==> config.mk <==
export PLATFORM = sky130hd
export DESIGN_NAME = xmem_port_arbiter
export DESIGN_NICKNAME = d
export VERILOG_FILES = /design/src/rtl/xmem_port_arbiter.sv
export SDC_FILE = /design/constraint.sdc
export NUM_CORES = 1
export LEC_CHECK = 0
export ABC_AREA = 0
export BUFFER_PORTS_ARGS = -buffer_cell sky130_fd_sc_hd__clkbuf_2
export CAP_MARGIN = 20
export CORE_AREA = 2 2 92 94
export DETAILED_ROUTE_END_ITERATION = 8
export DIE_AREA = 0 0 94 96
export PLACE_DENSITY_LB_ADDON = 0.1
export SKIP_CTS_REPAIR_TIMING = 1
export SYNTH_ARGS = -nofsm -noshare
export SYNTH_HDL_FRONTEND = slang
export SYNTH_SLANG_ARGS = --single-unit
==> constraint.sdc <==
create_clock -name clk -period 3.5 [get_ports clk]
set_input_delay 0.175 -clock clk [delete_from_list [all_inputs] [get_ports clk]]
set_output_delay 0.175 -clock clk [all_outputs]
set_load 0.02 [all_outputs]
==> src/rtl/xmem_port_arbiter.sv <==
// Round-robin arbiter for one port of the 2048x32 data memory: host single-word
// accesses vs. DMA bursts with a burst lock. Optional host anti-starvation: XMEM_ARB_STARVE_EN.
module xmem_port_arbiter #(
  parameter int ADDR_W   = 11,
  parameter int DATA_W   = 32,
  parameter int MAX_WAIT = 16
) (
  input  logic              clk,
  input  logic              rst,
  input  logic              h_req,
  input  logic              h_wr,
  input  logic [ADDR_W-1:0] h_addr,
  input  logic [DATA_W-1:0] h_wdata,
  output logic              h_gnt,
  output logic              h_rvalid,
  output logic [DATA_W-1:0] h_rdata,
  input  logic              d_req,
  input  logic              d_wr,
  input  logic [ADDR_W-1:0] d_addr,
  input  logic [DATA_W-1:0] d_wdata,
  input  logic              d_last,
  output logic              d_gnt,
  output logic              d_rvalid,
  output logic [DATA_W-1:0] d_rdata,
  output logic              mem_en,
  output logic              mem_wr,
  output logic [ADDR_W-1:0] mem_addr,
  output logic [DATA_W-1:0] mem_wdata,
  input  logic [DATA_W-1:0] mem_rdata
);

  typedef enum logic {
    ST_OPEN   = 1'b0,
    ST_LOCKED = 1'b1
  } arb_state_t;

  arb_state_t  r_state;
  logic        r_last_dma;
  logic [1:0]  r_rd_owner;   // bit 0 = host, bit 1 = DMA

  logic w_locked;
  logic w_host_force;
  logic w_dma_sel;
  logic w_h_gnt;
  logic w_d_gnt;

  assign w_locked = (r_state == ST_LOCKED);

`ifdef XMEM_ARB_STARVE_EN
  localparam int WAIT_W = $clog2(MAX_WAIT + 1);

  logic [WAIT_W-1:0] r_wait_cnt;

  // Once the host has waited MAX_WAIT locked cycles it steals one slot from the burst.
  assign w_host_force = w_locked & h_req & (r_wait_cnt == WAIT_W'(MAX_WAIT));

  always_ff @(posedge clk) begin
    if (rst) begin
      r_wait_cnt <= '0;
    end else if (w_h_gnt) begin
      r_wait_cnt <= '0;
    end else if (w_locked && h_req && (r_wait_cnt != WAIT_W'(MAX_WAIT))) begin
      r_wait_cnt <= r_wait_cnt + WAIT_W'(1);
    end
  end
`else
  assign w_host_force = 1'b0;
`endif

  // DMA takes the slot when it holds the lock, is alone, or it is its round-robin turn.
  assign w_dma_sel = d_req & ~w_host_force & (w_locked | ~h_req | ~r_last_dma);
  assign w_d_gnt   = ~rst & w_dma_sel;
  assign w_h_gnt   = ~rst & h_req & ~w_dma_sel;

  assign h_gnt     = w_h_gnt;
  assign d_gnt     = w_d_gnt;
  assign mem_en    = w_h_gnt | w_d_gnt;
  assign mem_wr    = w_d_gnt ? d_wr    : (w_h_gnt & h_wr);
  assign mem_addr  = w_d_gnt ? d_addr  : h_addr;
  assign mem_wdata = w_d_gnt ? d_wdata : h_wdata;

  // Gating with rst drops a read return that collides with a reset cycle.
  assign h_rvalid  = r_rd_owner[0] & ~rst;
  assign d_rvalid  = r_rd_owner[1] & ~rst;
  assign h_rdata   = mem_rdata;
  assign d_rdata   = mem_rdata;

  // NOTE: all state updates use non-blocking assignments so every register samples
  // the same pre-edge values of the combinational grant logic.
  always_ff @(posedge clk) begin
    if (rst) begin
      r_state    <= ST_OPEN;
      r_last_dma <= 1'b1;
      r_rd_owner <= 2'b00;
    end else begin
      r_rd_owner <= {w_d_gnt & ~d_wr, w_h_gnt & ~h_wr};

      if (w_d_gnt) begin
        r_last_dma <= 1'b1;
      end else if (w_h_gnt) begin
        r_last_dma <= 1'b0;
      end

      if (r_state == ST_OPEN) begin
        if (w_d_gnt && !d_last) r_state <= ST_LOCKED;
      end else begin
        // Burst ends on its last granted beat, or aborts when DMA withdraws its request.
        if (w_d_gnt ? d_last : !d_req) r_state <= ST_OPEN;
      end
    end
  end

endmodule

==> results of run 1 <==
synthesized netlist by cell type, types with 2 or more instances:
library cell and n:
mux2_4 37, a21oi_1 2, buf_4 64, nor2_1 4, buf_12 4, nor2b_1 2, inv_1 2, mux2_2 6
dfxtp_1 4
registers in the layout, indices dropped and copies added, names as in the netlist:
register / flops
r_last_dma: 1
r_state: 1
r_rd_owner: 2
how the worst max path moves through the flow:
| stage | end | slack, ns | cells after the start |
|---|---|---|---|
| 4_1_cts | mem_wdata[31] | 1.28 | 5 |
| 6_report | mem_wdata[31] | 1.30 | 5 |
| 3_5_place_dp | mem_wdata[31] | 1.52 | 5 |
| 5_1_grt | mem_addr[0] | 1.22 | 5 |
| 2_1_floorplan | mem_addr[4] | 2.10 | 5 |
| 3_3_place_gp | mem_addr[3] | 1.51 | 5 |
metrics by stage:
stage / hold WS [ns] / instance area [µm²] / setup slack, ns
after detailed placement: 0.350 / 1660 / 1.52
after global routing: 0.125 / 1700 / 1.22
after floorplan: 0.247 / 1380 / 2.10
final: 0.123 / 1700 / 1.30
after global placement: 0.350 / 1660 / 1.51
after CTS: 0.120 / 1700 / 1.28
layer usage:
metal	vias to the layer above	routed length, µm
li1	539	-
met1	493	1300
met2	104	1860
met3	13	527
met4	0	60
met5	-	0
kinds of logic after synthesis:
logic type	synth area share, %
DFF	5.79
buffers and inverters	41.9
and+or+nand+nor	5.70
muxes	45.0
AOI/OAI and AO/OA	1.63
final cells by class:
type                       count  area (µm²)  share of cell area [%]
clock buffer                   3        41.3                    2.43
inverter                       2        7.51                   0.442
timing repair buffer         142         713                    42.0
multi-input combinational     60         724                    42.7
sequential                     4        80.1                    4.72
tap                          105         131                    7.74
power by group:
group / internal (W) / leakage (nW) / switching (W)
logic: 0.000126 / 1.02 / 0.000116
registers: 0.0000482 / 0.0329 / 0.00000133
clock network: 0.0000735 / 0.0216 / 0.0000260
placed cells by master (no fill, tap or decap):
cell      instances
clkbuf_2        141
mux2_4           37
mux2_2            6
nor2_1            4
dfxtp_1           4
clkbuf_8          3
a21oi_1           2
inv_1             2
nor2b_1           2
nand2b_1          1
and2_2            1
nand3b_2          1
nand3b_1          1
nand3_1           1
nand2_1           1
a21o_1            1
and3b_2           1
o21ai_0           1
buf_4             1
==> results.ini, run 1 <==
[timing]
layout_min_cycle_time_ns = 2.20
grt_setup_unrepaired = false
slew_headroom_pct = 47.9
fmax_mhz = 455
min_period_over_period_pct = 62.9
finalSetupViolations = 0
tightest_slew_ns = 0.781
skew_ns = 0.000300
drv_slew = 0
hold_viol = 0
setup_tns_ns = 0

[clock_tree]
cts_tree = yes
ctsLongestPathBuffers = 2
numCtsBuffers = 3
numClockSinks = 4
root_buffer = clkbuf_8
h-tree-depth = 1
clock_latency_ns = 0.22
clk_pin_slew_ns = 0.03

[flow_run]
maxCapViolCount = 0

[detailed_routing]
firstDrtPassIters = 2
routed_wl_mm = 3.75
num_vias = 1149
wl_per_cell_um = 11.9
initialDrtViolationCount = 15
via_per_inst = 3.64
drcViolationCount = 0
ant_nets = 0

[final_layout]
nFillCells = 906
fin_util_pct = 21.1
instances_no_fill = 316
num_antenna_cells = 0
syn2layout_area_growth_pct = 22.7
final_nets = 338
layout-drive-gt1-share_pct = 90.5

[power]
leakage_nw = 1.07
power.density_mw_per_mm2 = 230
irDropWorstVdd_mv = 0.146
fin_total_pwr_w = 0.000391

[worst_hold_path]
hold_end = r_state
hold_path_depth = 2
hold_path_startpoint = d_last
hp-class = in2reg

[run_status]
status = completed

[floorplanning]
initial_core_util_pct = 17.2
core_area_mm2 = 0.00805
io_pins = 238
row_count = 33
die_x_um = 94
die_y_um = 96
dieArea_mm2 = 0.00902

[synthesis]
synth-main-ff-cell = dfxtp_1
synth_nets = 260
synth_edf_count = 0
yosysUniqueCellTypes = 19
synth_top_area_share_pct = 40.1
synth_area_mm2 = 0.00138
synth-seq-cells = 4
ys_top_cells_by_area = mux2_4, buf_4, buf_12, dfxtp_1, mux2_2
avgSynthCellArea_um2 = 10.3
synthCells = 135
yosysSeqAreaShare_pct = 5.79
async_flop_share_pct = 0
synth_area_leader_cell = mux2_4
ys_warn_count = 0

[critical_path]
r2r_cells = 4
path_class = reg2out
slowest_stage = buf_4
reg2reg_slack_ns = 2.09
crit_chain = nand3b_2 > nand3b_1 > buf_4 > mux2_2 > clkbuf_2
worstPathRequired_ns = 3.32
r2r-start = r_state
cp_top_family = buffers and inverters
critPathLaunch = r_state
endpoint_kind = output pin
crit_buf_inv = 2
worstPathMaxFanout = 46
r2r-end = r_rd_owner[1]
cp-start-kind = flop
max_stage_delay_ns = 0.58
critPathArrivalTime_ns = 2.03

[placement]
hpwl_mm = 3.25
io_buffers = 141
place_inst = 313
gp_congestion = 0.662

[global_route]
grt_antenna_before_repair = 0
grt_usage_pct = 6.87
grt_pass1_wl_mm = 4.87
grt_busiest_layer = met2
grt_pass1_vias = 1015
met1_usage_pct = 7.05
grt_overflow_total = 0
use_met2_pct = 12.7
met3_usage_pct = 2.43
grt_max_degree = 47

(Power assumes the default switching activity.)
==> run 2, diff against run 1 <==
--- a/config.mk
+++ b/config.mk
@@ -5,7 +5,7 @@
 export SDC_FILE = /design/constraint.sdc
 export NUM_CORES = 1
 export LEC_CHECK = 0
-export ABC_AREA = 0
+export ABC_AREA = 1
 export BUFFER_PORTS_ARGS = -buffer_cell sky130_fd_sc_hd__clkbuf_2
 export CAP_MARGIN = 20
 export CORE_AREA = 2 2 92 94
==> constraint.sdc (replaced) <==
create_clock -name clk -period 2.26 [get_ports clk]
set_input_delay 0.113 -clock clk [delete_from_list [all_inputs] [get_ports clk]]
set_output_delay 0.113 -clock clk [all_outputs]
set_load 0.02 [all_outputs]
==> results.ini, run 2 <==
[power]
leakage_nw = 1.11
irDropWorstVdd_mv = 0.102
power.density_mw_per_mm2 = 362
fin_total_pwr_w = 0.000616

[synthesis]
avgSynthCellArea_um2 = 5.75
synth_area_mm2 = 0.00137
synthCells = 238
yosysUniqueCellTypes = 14
synthTopCellsByCount = nand2_1, buf_4, nand4_1, buf_2
synth_area_leader_cell = buf_4
ys_warn_count = 0
ys_top_cells_by_area = buf_4, nand2_1, nand4_1, dfxtp_1, buf_2
async_flop_share_pct = 0
synth_nets = 363
synth-main-ff-cell = dfxtp_1
synth-seq-cells = 4
synth_edf_count = 0
synth_top_area_share_pct = 35.1
yosysSeqAreaShare_pct = 5.86
yosysMostFrequentCell = nand2_1

[timing]
slew_headroom_pct = 58.5
finalSetupViolations = 0
fmax_mhz = 578
setup_ws_ns = 0.531
skew_ns = 0.000293
layout_min_cycle_time_ns = 1.73
hold_viol = 0
min_period_over_period_pct = 76.5
setup_tns_ns = 0
drv_slew = 0
grt_setup_unrepaired = false
tightest_slew_ns = 0.623

[detailed_routing]
routed_wl_mm = 5.00
initialDrtViolationCount = 40
ant_nets = 0
firstDrtPassIters = 4
via_per_inst = 4.16
num_vias = 1710
wl_per_cell_um = 12.2
drcViolationCount = 0

[worst_hold_path]
hp-class = in2reg

[critical_path]
endpoint_kind = output pin
worstPathMaxFanout = 18
worstPathRequired_ns = 2.15
critPathArrivalTime_ns = 1.62
path_class = reg2out
cp-start-kind = flop

[clock_tree]
h-tree-depth = 1
numCtsBuffers = 3
cts_tree = yes
numClockSinks = 4
clock_latency_ns = 0.21
clk_pin_slew_ns = 0.03
ctsLongestPathBuffers = 2
root_buffer = clkbuf_8

[final_layout]
final_nets = 433
final_common_cell = clkbuf_2
reg_top3 = r_rd_owner (2), r_last_dma (1), r_state (1)
syn2layout_area_growth_pct = 24.3
final_cell_mix = clkbuf_2, nand2_1, nand4_1
num_antenna_cells = 0
layout-drive-gt1-share_pct = 50.0
multi_input_area_um2 = 671
largest_reg_flops = 2
seqCellArea_um2 = 80.1
max_flop_register = r_rd_owner
nFillCells = 962
fin_util_pct = 21.1

[global_route]
grt_overflow_total = 0
grt_usage_pct = 9.93
grt_pass1_vias = 1490
grt_max_degree = 31
grt_antenna_before_repair = 0
grt_pass1_wl_mm = 6.99

[placement]
hpwl_mm = 3.91
io_buffers = 141
place_ws_ns = 0.699
gp_congestion = 0.735

[floorplanning]
die_y_um = 96
initial_core_util_pct = 17.0
die_x_um = 94
io_pins = 238
core_area_mm2 = 0.00805
dieArea_mm2 = 0.00902
row_count = 33

[flow_run]
maxCapViolCount = 0

[run_status]
status = completed

-- run 2: cell count changes in the layout (fill, tap and decap cells not counted), sizes merged, moves of 5 or more --
cell,previous run,this run
buf,1,6
inv,2,7
mux2,43,0
nand2,1,90
nand4,0,44
-- run 2: power breakdown --
part           internal, W   total, W  switching [W]
Combinational     0.000147   0.000391       0.000244
Sequential       0.0000746  0.0000759     0.00000132
Clock             0.000113   0.000148      0.0000351
Total             0.000335   0.000616       0.000280
-- run 2: critical path: stages (launching register included) --
cell      delay (ns)
dfxtp_1         0.33
nand3_2         0.29
buf_4           0.33
nand2_1         0.11
nand2_1         0.10
inv_1           0.07
clkbuf_2        0.16
-- run 2: final timing paths --
check / from / endpoint / slack, ns / depth (start not counted)
max reg2reg: r_last_dma / r_rd_owner[0] / 0.94 / 5
min reg2reg: r_last_dma / r_last_dma / 0.54 / 2
max: r_last_dma / h_gnt / 0.53 / 6
min: d_last / r_state / 0.05 / 2
-- run 2: area by class of cell --
type | instances | area share [%]
Inverter | 7 | 1.55
Tap cell | 105 | 7.73
Multi-Input combinational cell | 145 | 39.4
Clock buffer | 3 | 2.43
Sequential cell | 4 | 4.71
Timing Repair Buffer | 147 | 44.2
-- run 2: cell families after synthesis --
kind of cell	Yosys count	synth area share, %
buf+inv	89	45.1
flops	4	5.86
simple gates	144	48.7
compound gates	1	0.366
-- run 2: stage by stage --
step | hold WS, ns | cells | instance area, µm²
2_1_floorplan | 0.185 | 238 | 1370
3_3_place_gp | 0.226 | 408 | 1660
3_5_place_dp | 0.226 | 408 | 1660
4_1_cts | 0.0479 | 411 | 1700
5_1_grt | 0.0405 | 411 | 1700
6_report | 0.0511 | 411 | 1700
-- run 2: layer usage --
metal  track usage [%]  vias to the layer above  share of wire [%]  wire length, µm
li1                  -                      859                  -                -
met1              9.06                      737                 33             1650
met2              20.1                       93                 53             2650
met3              1.88                       21                9.8              491
met4              5.92                        0                3.9              195
met5                 0                        -                  0                0
